$ cat src/rtl/mem_port_arbiter.sv
// Shares one RAM port between the core (requester 0) and a loader/debug master (requester 1).
// One access at a time: RAM driven ACCESS_CYCLES cycles, then a one-cycle ACK; round-robin on ties.
module mem_port_arbiter #(
    parameter int ADDRESS_WIDTH = 32,
    parameter int DATA_WIDTH    = 32,
    parameter int ACCESS_CYCLES = 1
) (
    input  logic                     CLK,
    input  logic                     RST,
    input  logic                     M0_REQ,
    input  logic                     M0_WE,
    input  logic [ADDRESS_WIDTH-1:0] M0_ADDR,
    input  logic [DATA_WIDTH-1:0]    M0_WDATA,
    input  logic [1:0]               M0_SEL,
    output logic                     M0_ACK,
    output logic [DATA_WIDTH-1:0]    M0_RDATA,
    input  logic                     M1_REQ,
    input  logic                     M1_WE,
    input  logic [ADDRESS_WIDTH-1:0] M1_ADDR,
    input  logic [DATA_WIDTH-1:0]    M1_WDATA,
    input  logic [1:0]               M1_SEL,
    output logic                     M1_ACK,
    output logic [DATA_WIDTH-1:0]    M1_RDATA,
    output logic [ADDRESS_WIDTH-1:0] MEM_ADDR,
    output logic [DATA_WIDTH-1:0]    MEM_WDATA,
    output logic                     MEM_W_EN,
    output logic [1:0]               MEM_SEL,
    input  logic [DATA_WIDTH-1:0]    MEM_RDATA
);
    localparam int CW = $clog2(ACCESS_CYCLES) + 1;

    typedef enum logic [1:0] {IDLE, BUSY, DONE} state_t;

    state_t                   r_state;
    state_t                   w_next_state;
    logic [CW-1:0]            r_cnt;
    logic                     r_owner;
    logic                     r_last_grant;
    logic                     r_m0_ack;
    logic                     r_m1_ack;
    logic [DATA_WIDTH-1:0]    r_m0_rdata;
    logic [DATA_WIDTH-1:0]    r_m1_rdata;
    logic [ADDRESS_WIDTH-1:0] r_mem_addr;
    logic [DATA_WIDTH-1:0]    r_mem_wdata;
    logic                     r_mem_w_en;
    logic [1:0]               r_mem_sel;
    logic                     w_grant_vld;
    logic                     w_grant_id;
    logic                     w_cnt_zero;

    assign w_cnt_zero = (r_cnt == '0);

    always_comb begin
        w_next_state = r_state;
        w_grant_vld  = 1'b0;
        w_grant_id   = 1'b0;
        case (r_state)
            IDLE: begin
                // On a tie the requester that did not win last time goes first.
                if (M0_REQ && M1_REQ) begin
                    w_grant_vld = 1'b1;
                    w_grant_id  = ~r_last_grant;
                end else if (M0_REQ || M1_REQ) begin
                    w_grant_vld = 1'b1;
                    w_grant_id  = M1_REQ;
                end
                if (w_grant_vld) begin
                    w_next_state = BUSY;
                end
            end
            BUSY: begin
                if (w_cnt_zero) begin
                    w_next_state = DONE;
                end
            end
            DONE:    w_next_state = IDLE;
            default: w_next_state = IDLE;
        endcase
    end

    always_ff @(posedge CLK) begin
        if (RST) begin
            r_state      <= IDLE;
            r_cnt        <= '0;
            r_owner      <= 1'b0;
            r_last_grant <= 1'b1;
            r_m0_ack     <= 1'b0;
            r_m1_ack     <= 1'b0;
            r_m0_rdata   <= '0;
            r_m1_rdata   <= '0;
            r_mem_addr   <= '0;
            r_mem_wdata  <= '0;
            r_mem_w_en   <= 1'b0;
            r_mem_sel    <= '0;
        end else begin
            r_state <= w_next_state;
            case (r_state)
                IDLE: begin
                    if (w_grant_vld) begin
                        r_owner     <= w_grant_id;
                        r_mem_addr  <= w_grant_id ? M1_ADDR  : M0_ADDR;
                        r_mem_wdata <= w_grant_id ? M1_WDATA : M0_WDATA;
                        r_mem_w_en  <= w_grant_id ? M1_WE    : M0_WE;
                        r_mem_sel   <= w_grant_id ? M1_SEL   : M0_SEL;
                        r_cnt       <= CW'(ACCESS_CYCLES - 1);
                    end
                end
                BUSY: begin
                    if (!w_cnt_zero) begin
                        r_cnt <= r_cnt - CW'(1);
                    end else begin
                        // Last RAM cycle: read data is valid on the port now.
                        r_mem_w_en   <= 1'b0;
                        r_last_grant <= r_owner;
                        if (r_owner) begin
                            r_m1_ack <= 1'b1;
                            if (!r_mem_w_en) begin
                                r_m1_rdata <= MEM_RDATA;
                            end
                        end else begin
                            r_m0_ack <= 1'b1;
                            if (!r_mem_w_en) begin
                                r_m0_rdata <= MEM_RDATA;
                            end
                        end
                    end
                end
                DONE: begin
                    r_m0_ack <= 1'b0;
                    r_m1_ack <= 1'b0;
                end
                default: begin
                end
            endcase
        end
    end

    assign M0_ACK    = r_m0_ack;
    assign M1_ACK    = r_m1_ack;
    assign M0_RDATA  = r_m0_rdata;
    assign M1_RDATA  = r_m1_rdata;
    assign MEM_ADDR  = r_mem_addr;
    assign MEM_WDATA = r_mem_wdata;
    assign MEM_W_EN  = r_mem_w_en;
    assign MEM_SEL   = r_mem_sel;

endmodule

$ cat config.mk
export PLATFORM = sky130hd
export DESIGN_NAME = mem_port_arbiter
export DESIGN_NICKNAME = d
export VERILOG_FILES = /design/src/rtl/mem_port_arbiter.sv
export SDC_FILE = /design/constraint.sdc
export NUM_CORES = 1
export LEC_CHECK = 0
export CORE_ASPECT_RATIO = 1.4
export CORE_UTILIZATION = 44
export DETAILED_ROUTE_END_ITERATION = 8
export PLACE_DENSITY = 0.93
export SLEW_MARGIN = 0
export SYNTH_ARGS = -nofsm -noshare
export SYNTH_HDL_FRONTEND = slang
export SYNTH_SLANG_ARGS = --single-unit
$ cat constraint.sdc
create_clock -name CLK -period 2.6 [get_ports CLK]
set_clock_uncertainty 0.05 [all_clocks]
set_input_delay 0.78 -clock CLK [delete_from_list [all_inputs] [get_ports CLK]]
set_output_delay 0.78 -clock CLK [all_outputs]
set_load 0.005 [all_outputs]
==> summary.md, run 1 <==
| Metric | Value |
|---|---|
| Fraction of layout cells with a size suffix above 1 | between 15 and 20% |
| Die H | 141 um |
| Post-synth EDFFs | 0 |
| Crit path max-delay family | buffers and inverters |
| Via count | ~6000 |
| Reg clk slew, reported paths | about 60 ps |
| Vias in the first global route | between 5000 and 6000 |
| Crit Path Class | reg2out |
| Final Cell Area | 9740 um2 |
| 1st-iter DRT viols | around 250 |
| Post-cts sizing count | 0 |
| Max incr delay on CP | around 600 ps |
| Fin. Hold Viols | 0 |
| CP startpoint kind | register |
| Worst Max-Slew Pin Slew | 548 ps |
| Residual DRC | 0 |
| Yosys cell types | 37 |
| Buffer and inverter count on the worst path | 1 |
| Fmax | 433 MHz |
| # setup viols final | 0 |
| CP Max Fanout | 6 |
| Critical path's slowest cell | clkdlybuf4s50_1 |
| Largest net degree at the start of global routing | approximately 70 |
| Row cnt | 50 |
| Synth area leaders | dfxtp_1 45%, o32ai_2 10%, a21oi_1 8.6% |
| IO Count | slightly above 300 |
| Status | finished clean |
| Final Critical Period | 2310 ps |
| Total Routing Usage GR | around a quarter |
| Routed wire length | ~19000 um |
| Setup_tns | 0 ps |
| Die W | just over 100 um |
| Setup bufs post-CTS | 0 |
| Area grow syn2layout | 60.8% |
| Avg Vias per Cell | about 5.2 |
| Diodes inserted | 0 |
| Critical path endpoint category | output port |
| Post-synthesis instance area | between 6000 and 7000 um2 |
| Fill cells | 964 |
| Share of the synthesized area in the top cell type | a little under half |
| Yosys reg bits | 137 |
| TritonCTS buffer count | 17 |
| Yosys top cell by area | dfxtp_1 |
| Pins Over Slew Limit | 0 |
| Leakage | approximately 0.0035 uW |
| Clock sink total | about 140 |
| Hold bufs inserted after CTS | 0 |
| First-pass GRT wire length | slightly below 30000 um |
| Cell Chain, Critical Path | clkdlybuf4s50_1 |
| Final worst path period share | between 80% and 90% |
| Worst path required time | ~1800 ps |
| Most common library cells after synthesis | 137 x dfxtp_1, 104 x a21oi_1, 102 x nand2_1 |
| Placed Area | approximately 9100 um2 |
| RD Place Congestion | between 0.8 and 0.9 |
| Most common cell in the netlist | dfxtp_1 |
| CTS max path bufs | 2 |
| Initial DRT Pass Iterations | 4 |
| Hpwl dp | 13300 um |
| Yosys warning total | 0 |
| Post-Syn Instances | slightly below 700 |
| CTS H-tree lvls | 4 |
| Number of max-cap violations | 0 |
| Power per cell area | approximately 640 nW/um2 |
| Top FF cell, synth | dfxtp_1 |
| Worst hold-check path type | reg2reg |
| Slew margin rel. | between 60% and 70% |
| Worst-skew pair later-pin latency | slightly above 400 ps |
| Die Area | between 10000 and 15000 um2 |
| Maximum VDD drop | about 0.0004 V |
| Seq/Total Area, Yosys | 45.3% |
| Mean post-synth cell area | ~8.8 um2 |
| # port buffers | a little over 300 |
| Syn nets | around 860 |
| Number of antenna violations at the first check in global routing | 0 |
| CP Data Arrival Time | around 1500 ps |
| Routed Antenna Nets | 0 |
| Wire per inst | 16.4 um |
| Nets | roughly 1100 |
| Grt ovf | 0 |
| Core area | between 10000 and 15000 um2 |
| Synth async-reset ratio | 0% |
| CTS tree | built |
| CTS Root Cell | clkbuf_16 |
| Initial Utilization | around 45% |
| RSZ-0062 raised after global routing | no |
[routing by layer]
| metal | share of wire [%] | GRT usage [%] | wire, um |
|---|---|---|---|
| met5 | 0 | 0 | 0 |
| met4 | 4.0 | 14.2 | 767 |
| met2 | 51 | 45.5 | 9620 |
| met3 | 8.1 | 7.98 | 1530 |
| met1 | 37 | 28.9 | 7030 |
[cell usage in the layout (no fill, tap or decap), drive strengths merged, types with 5 or more instances in the layout]
cell	instances
clkdlybuf4s50	301
dfxtp	137
a21oi	134
nand2	132
nor2	69
inv	67
o32ai	65
clkbuf	18
buf	15
clkinv	7
bufinv	5
[flip-flops by register name (all words and copies together), names as in the netlist]
signal / cells
MEM_WDATA: 32
M1_RDATA: 32
M0_RDATA: 32
r_last_grant: 1
MEM_W_EN: 1
MEM_SEL: 2
r_owner: 1
MEM_ADDR: 32
M0_ACK: 1
M1_ACK: 1
r_state: 2
[cell type report]
| cell class | count | area, um2 | share of cell area [%] |
|---|---|---|---|
| clock buffers | 18 | 439 | 4.51 |
| clock inverters | 12 | 200 | 2.06 |
| inverters | 67 | 251 | 2.58 |
| multi-input cells | 421 | 2680 | 27.5 |
| flip-flops and latches | 137 | 2740 | 28.2 |
| well taps | 182 | 228 | 2.34 |
| repair buffers | 316 | 3200 | 32.8 |
[path summary, 6_finish.rpt]
| check | start | endpoint | slack [ps] | depth (start not counted) |
|---|---|---|---|---|
| setup / recovery | MEM_W_EN$_SDFFE_PP0P_ | MEM_W_EN | 290 | 1 |
| hold / removal | M1_RDATA[19]$_SDFFE_PP0P_ | M1_RDATA[19]$_SDFFE_PP0P_ | 400 | 2 |
| setup reg to reg | r_state[0]$_SDFFE_PP0P_ | M0_RDATA[7]$_SDFFE_PP0P_ | 660 | 4 |
| hold reg to reg | M1_RDATA[19]$_SDFFE_PP0P_ | M1_RDATA[19]$_SDFFE_PP0P_ | 400 | 2 |
[cell families (layout without fill, tap and decap cells)]
kind of cell           Yosys count  in the layout  synth area share [%]
multiplexers                     1              1                 0.165
flip-flops                     137            137                  45.3
AO/OA/AOI/OAI                  208            208                  28.4
AND/OR/NAND/NOR                212            212                  15.5
buffers and inverters          127            413                  10.6
[per-stage QoR]
stage               worst slack (ps)  power (uW)  hold slack [ps]  utilization, %  instances
floorplan                        768        2990              399               -        685
detailed placement               123        3660              395            68.0       1123
finish                           289        6250              404            72.8       1153
global route                     238        6490              420            72.8       1153
global placement                 175        3630              389            68.0       1123
CTS                              275        6290              405            72.8       1153
[report_power, final]
| part | switching [uW] | leakage, uW | total (uW) | internal, uW |
|---|---|---|---|---|
| logic | 542 | 0.00204 | 1260 | 717 |
| registers | 105 | 0.00112 | 2360 | 2260 |
| clock network | 909 | 0.000316 | 2630 | 1720 |
No activity file was read; power rests on OpenSTA's default activity.
==> run 2: changes to the inputs <==
Settings changed: PLACE_DENSITY 0.93 to 0.87, SLEW_MARGIN 0 to 40.
==> run 2 against run 1 <==
  * Power fell by 5.0%
  * First-iteration DRC count is 4.5% lower
  * Sequential power is essentially flat
  * Clock-buffer cell count increased by 1
  * Critical path type unchanged
==> summary.md, run 2 (synthesis gave the netlist of run 1 again) <==
| Metric | Value |
|---|---|
| Final Critical Period | approximately 2300 ps |
| Crit path max-delay family | buffers and inverters |
| Hold slack | approximately 400 ps |
| Post-cts sizing count | 0 |
| Area grow syn2layout | 59.6% |
| Initial Utilization | a little under half |
| Slack of the critical path | slightly above 300 ps |
| Reg clk slew, reported paths | around 60 ps |
| RD Place Congestion | around 0.81 |
| RSZ-0062 raised after global routing | no |
| Setup Slack @ Placement | roughly 150 ps |
| Diodes inserted | 0 |
| IO Count | 303 |
| Leakage | ~0.0034 uW |
| Initial DRT Pass Iterations | 5 |
| Worst hold-check path type | reg2reg |
| Critical path endpoint category | output port |
| Fraction of layout cells with a size suffix above 1 | between 15 and 20% |
| Setup_tns | 0 ps |
| Critical path's slowest cell | clkdlybuf4s50_1 |
| Most frequent cells in the layout | 301 x clkdlybuf4s50_1, 137 x dfxtp_1, 104 x a21oi_1 |
| 1st-iter DRT viols | around 240 |
| Worst Max-Slew Pin Slew | a little over 500 ps |
| Vias in the first global route | a little over 6000 |
| Fin. Hold Viols | 0 |
| TritonCTS buffer count | 17 |
| Final worst path period share | about nine tenths |
| CTS tree | built |
| Pins Over Slew Limit | 0 |
| Crit Path Class | reg2out |
| Most common library cell in the layout ignoring fill and taps | clkdlybuf4s50_1 |
| Clock sink total | ~140 |
| First-pass GRT wire length | ~30000 um |
| Die W | roughly 100 um |
| Die Area | between 10000 and 15000 um2 |
| Die H | approximately 140 um |
| # port buffers | between 300 and 400 |
| Number of antenna violations at the first check in global routing | 0 |
| Largest net degree at the start of global routing | 71 |
| Max incr delay on CP | ~590 ps |
| Nets | between 1000 and 1500 |
| Worst path required time | around 1800 ps |
| Routed Antenna Nets | 0 |
| Cell Chain, Critical Path | clkdlybuf4s50_1 |
| Final Power | 5930 uW |
| CTS Root Cell | clkbuf_16 |
| Power per cell area | between 600 and 700 nW/um2 |
| Number of max-cap violations | 0 |
| Post-layout util | between 70% and 80% |
| Setup bufs post-CTS | 0 |
| Worst-skew pair later-pin latency | approximately 400 ps |
| Buffer and inverter count on the worst path | 1 |
| Hpwl dp | around 14000 um |
| Hold bufs inserted after CTS | 0 |
| CP Max Fanout | 6 |
| CTS H-tree lvls | 4 |
| CP Data Arrival Time | 1470 ps |
| Core area | ~13000 um2 |
| Routed wire length | about 19000 um |
| Row cnt | 50 |
| Status | finished clean |
| Slew margin rel. | 65.4% |
| CP startpoint kind | register |
| Fmax | between 400 and 500 MHz |
| Maximum VDD drop | between 0.0005 and 0.0006 V |
| Via count | 5991 |
| Wire per inst | roughly 17 um |
| Avg Vias per Cell | 5.18 |
| CTS max path bufs | 2 |
| Residual DRC | 0 |
| Total Routing Usage GR | approximately 27% |
| # setup viols final | 0 |
| Grt ovf | 0 |
-- run 2: per-stage QoR --
step,instances,instance area [um2]
after detailed placement,1125,9100
after global placement,1125,9100
after floorplan,685,6060
final,1156,9670
after global routing,1156,9670
after CTS,1156,9670
-- run 2: final cells by class --
| cell class | count | area (um2) |
|---|---|---|
| well taps | 182 | 228 |
| inverters | 67 | 251 |
| clock inverters | 12 | 129 |
| clock buffers | 19 | 433 |
| flip-flops and latches | 137 | 2740 |
| fillers | 999 | 3720 |
| multi-input cells | 421 | 2680 |
| repair buffers | 318 | 3200 |
-- run 2: worst paths after layout --
kind,from,endpoint,slack [ps],cells past startpoint
setup / recovery,MEM_W_EN$_SDFFE_PP0P_,MEM_W_EN,300,1
hold / removal,M1_RDATA[12]$_SDFFE_PP0P_,M1_RDATA[12]$_SDFFE_PP0P_,400,2
hold reg to reg,M1_RDATA[12]$_SDFFE_PP0P_,M1_RDATA[12]$_SDFFE_PP0P_,400,2
setup reg to reg,r_state[0]$_SDFFE_PP0P_,M0_RDATA[16]$_SDFFE_PP0P_,640,4
-- run 2: metal layers --
metal	GRT usage [%]	up-vias	share of wire [%]
met3	8.33	60	6.9
met4	14.3	0	4.6
met5	0	-	0
li1	-	2868	-
met2	47.1	258	51
met1	29.0	2805	38
-- run 2: power by group --
group	switching [uW]	total, uW	internal, uW	leakage (uW)
logic	540	1250	715	0.00204
clock network	910	2310	1400	0.000269
registers	109	2370	2260	0.00112
total	1560	5930	4380	0.00343
==> run 3: changes to the inputs <==
Settings changed: SETUP_SLACK_MARGIN from default to 0.05.
==> results of run 3 <==
Final layout, timing and power as in run 2 (identical DEF).
==> edit 1, RTL diff (settings of run 3) <==
Change the parameter `ADDRESS_WIDTH` from 32 to 48.
--- a/src/rtl/mem_port_arbiter.sv
+++ b/src/rtl/mem_port_arbiter.sv
@@ -2,5 +2,5 @@
 // One access at a time: RAM driven ACCESS_CYCLES cycles, then a one-cycle ACK; round-robin on ties.
 module mem_port_arbiter #(
-    parameter int ADDRESS_WIDTH = 32,
+    parameter int ADDRESS_WIDTH = 48,
     parameter int DATA_WIDTH    = 32,
     parameter int ACCESS_CYCLES = 1
Interface: changed (resized M0_ADDR, M1_ADDR and MEM_ADDR); port bits go from 303 to 351. The function was not compared with the original's and may differ.
==> edit 1 against run 3 <==
Power up 10%. Wire length up 27%. Die area up 3.3%. Sequential share of layout area up 1.1 points. Sequential cell count up 16. Setup slack worse by 11 ps. Highest routed layer unchanged. Design area up 7.6%. Largest cell class unchanged. Critical path type unchanged. Synthesized area up 3.3%.
==> edit 1: results (changes against run 3) <==
Hold path
  – Hold Path Origin: M0_RDATA[4] (was M1_RDATA[12])
  – Hold Path Class: reg -> reg (unchanged)

Synthesis
  – Net count after synthesis: 977 (was 855)
  – Sequential area share after synthesis: 48.93% (was 45.28%)
  – Synth Area per Inst: 8.077 µm² (was 8.842 µm²)
  – Synth top cells by count: dfxtp_1 (153), a21oi_1 (150), nand2_1 (132), nor2_1 (84), inv_1 (83) (was dfxtp_1 (137), a21oi_1 (104), nand2_1 (102), nor2_1 (68), inv_1 (67))
  – Synth area leaders: dfxtp_1 (49%), a21oi_1 (12%), o32ai_1 (11%) (was dfxtp_1 (45%), o32ai_2 (10%), a21oi_1 (8.6%))
  – Asr flop ratio synth: 0% (unchanged)

Final layout
  – Non-clk buf share: 35.82% (was 33.11%)
  – Nonclk buf count: 367 (was 318)
  – Finished Layout Cells: 1290 (was 1156)
  – Ratio of cells with drive above 1 in the final layout: 5.163% (was 15.61%)
  – Fraction of area in registers: 29.45% (was 28.38%)
  – Clkbuf count: 18 (was 19)
  – Inverters: 83 (was 67)
  – Clock tree cell share of total cell area: 5.654% (was 5.812%)
  – Multi-Input Combinational: 469 (was 421)
  – Ant diodes: 1 (was 0)
  – Multi-input gate share of total cell area: 23.83% (was 27.74%)

STA
  – Slew HR: 50.86% (was 65.40%)
  – Hold WS: 400.5 ps (was 402.5 ps)

Global routing
  – M1 GR Usage: 34.20% (was 29.02%)
  – Largest net degree at the start of global routing: 74 (was 71)
  – Grt met2 use: 52.74% (was 47.12%)
  – First-pass GRT wire length: 35860 µm (was 29910 µm)
  – Initial antenna violation count: 1 (was 0)
  – Global-route usage over all layers: 32.31% (was 27.11%)
  – GR Util met3: 14.64% (was 8.329%)

Placement
  – Port Buffers: 350 (was 302)
  – GP Congestion: 0.8330 (was 0.8094)
  – HPWL after detailed placement: 16740 µm (was 13550 µm)

Routing
  – Wire length per cell: 18.95 µm (was 16.60 µm)
  – Routed vias/inst: 5.349 (was 5.183)
  – Starting DRT DRC Count: 250 (was 235)

Worst setup path
  – Reg2reg path depth: 3 (was 4)
  – R2R Setup Slk: 670 ps (was 640 ps)

Status
  – Outcome: finished clean (unchanged)

Clock tree
  – # resized after CTS: 0 (unchanged)
  – CTS Sinks: 153 (was 137)

Power
  – Peak VDD IR: 461.2 µV (was 503.0 µV)
  – Int Pwr: 4704 µW (was 4376 µW)
[edit 1: cell count changes after synthesis, moves of 26 or more]
cell / before / now
buf_2: 18 / 44
a21oi_1: 104 / 150
nand2_2: 30 / 0
o32ai_1: 26 / 81
a21oi_2: 30 / 0
o32ai_2: 39 / 0
nand2_1: 102 / 132
[edit 1: cell families (layout without fill, tap and decap cells)]
kind of cell	count (synthesis)	in the layout	synth area share (%)
other	0	1	0
and+or+nand+nor	228	228	14.75
AOI/OAI and AO/OA	240	240	24.49
DFF	153	153	48.93
muxes	1	1	0.1599
buffers and inverters	153	482	11.67
[edit 1: tightest hold or removal path, stage by stage, from the launching register on]
cell and delay, ps:
dfxtp_1 310, nand2_1 50, a21oi_1 50
[edit 1: power groups by stage]
stage	combinational, µW	sequential [µW]	clock (µW)
after floorplan	532	2690	0
after global placement	1330	2690	0
after detailed placement	1350	2700	0
after CTS	1370	2650	2540
after global routing	1470	2670	2640
final	1380	2650	2520
[edit 1: metrics by stage]
stage               worst slack (ps)  instance area, µm²  power [µW]
CTS                            295.3               10400        6563
finish                         292.7               10400        6547
floorplan                      812.3                6260        3218
global placement               175.6                9811        4026
detailed placement             67.12                9811        4049
global route                   260.1               10400        6777
[edit 1: routing by layer]
layer | routed length [µm] | part of all wire [%]
met5 | 0 | 0
met3 | 3180 | 13
met2 | 11430 | 47
met1 | 8733 | 36
met4 | 1105 | 4.5
[edit 1: how the worst max path moves through the flow]
stage / start / endpoint / cells past startpoint
after floorplan: RST / MEM_ADDR[0] / 5
after global placement: M0_REQ / MEM_WDATA[15] / 5
after detailed placement: M0_REQ / MEM_ADDR[24] / 5
after CTS: MEM_W_EN / MEM_W_EN / 1
after global routing: MEM_W_EN / MEM_W_EN / 1
final: MEM_W_EN / MEM_W_EN / 1
==> edit 2, RTL diff (settings of run 3) <==
Without the edit above. Make the reset (`RST`) asynchronous in one clocked block.
--- a/src/rtl/mem_port_arbiter.sv
+++ b/src/rtl/mem_port_arbiter.sv
@@ -79,5 +79,5 @@
     end
 
-    always_ff @(posedge CLK) begin
+    always_ff @(posedge CLK or posedge RST) begin
         if (RST) begin
             r_state      <= IDLE;
Behaviour: differs if RST is asserted again (counterexample within 4 cycles, from zero or initial values and one cycle with RST high); with RST held inactive, the same outputs for 4 cycles.
==> edit 2 against run 3 <==
Setup slack lost 44 ps. Hold slack gained 34 ps. Design area grew 3.0%. Synthesized area grew 1.3%. First-iteration DRC count grew 5.1%. Sequential cell count is the same. Critical path depth is the same. Wire length grew 7.9%. Die area grew 1.3%. Critical path type unchanged.
Power is not compared: it rests on default switching activity, and its combinational part moved more than twofold at a synthesized area within 25%.
==> edit 2: results (changes against run 3) <==
Placement
  – Worst slack at placement: 37.19 ps (was 151.3 ps)
  – GP Congestion: 0.8998 (was 0.8094)
  – HPWL after detailed placement: 14240 µm (was 13550 µm)

Synthesis
  – Post-synthesis mux area share: 11.74% (was 0.1653%)
  – Synth area leaders: dfrtp_1 (55%), mux2_1 (11%), a32oi_1 (7.3%) (was dfxtp_1 (45%), o32ai_2 (10%), a21oi_1 (8.6%))
  – Sequential area share after synthesis: 55.87% (was 45.28%)
  – Cells after synthesis: 482 (was 685)
  – Complex-gate fraction of the synthesized area: 22.26% (was 28.44%)
  – Synth cell types: 29 (was 37)
  – Net count after synthesis: 652 (was 855)
  – Asr flop ratio synth: 100.0% (was 0%)

Final layout
  – Ratio of cells with drive above 1 in the final layout: 8.483% (was 15.61%)
  – Layout Nets: 936 (was 1132)
  – Finished Layout Cells: 961 (was 1156)

Status
  – Outcome: finished clean (unchanged)

Global routing
  – Global-route usage over all layers: 28.84% (was 27.11%)
  – Largest net degree at the start of global routing: 82 (was 71)
  – Vias in the first global route: 6090 (was 6134)
  – Initial antenna violation count: 1 (was 0)

Worst setup path
  – Worst R2R Start: r_state[0] (unchanged)
  – R2R Setup Slk: 600 ps (was 640 ps)
  – Worst setup path startpoint: MEM_W_EN (unchanged)
  – Crit Path Max Fanout: 4 (was 6)
  – CP arrival: 1510 ps (was 1470 ps)

Hold path
  – Hold Path Origin: MEM_WDATA[7] (was M1_RDATA[12])
  – Hold EP: MEM_WDATA[7] (was M1_RDATA[12])
  – Cell count of the worst hold path: 1 (was 2)

Routing
  – Vias: 5613 (was 5991)
  – First-pass detailed-route iteration total: 6 (was 5)
  – Starting DRT DRC Count: 247 (was 235)

STA
  – Hold WS: 436.9 ps (was 402.5 ps)
edit 2: cell types whose count changed in the layout (fill, tap and decap cells not counted), sizes merged, moves of 65 or more:
| cell | delta |
|---|---|
| a21oi | -82 |
| dfrtp | +136 |
| dfxtp | -137 |
| nand2 | -127 |
| nor2 | -68 |
| o32ai | -65 |
edit 2: routing by layer:
| layer | global-route usage, % | part of all wire, % | wire, µm | vias up |
|---|---|---|---|---|
| met4 | 14.51 | 4.1 | 845 | 0 |
| met3 | 9.212 | 9.2 | 1895 | 62 |
| met1 | 31.30 | 36 | 7369 | 2779 |
| met5 | 0 | 0 | 0 | - |
| li1 | - | - | - | 2452 |
| met2 | 49.89 | 51 | 10590 | 320 |
edit 2: cell type report:
type,instances,area [µm²]
fill,877,3562
sequential,137,3430
timing repair buffer,320,3253
multi-input combinational,285,2409
clock buffer,18,439.2
tap,182,227.7
clock inverter,13,167.7
inverter,5,22.52
antenna,1,2.502
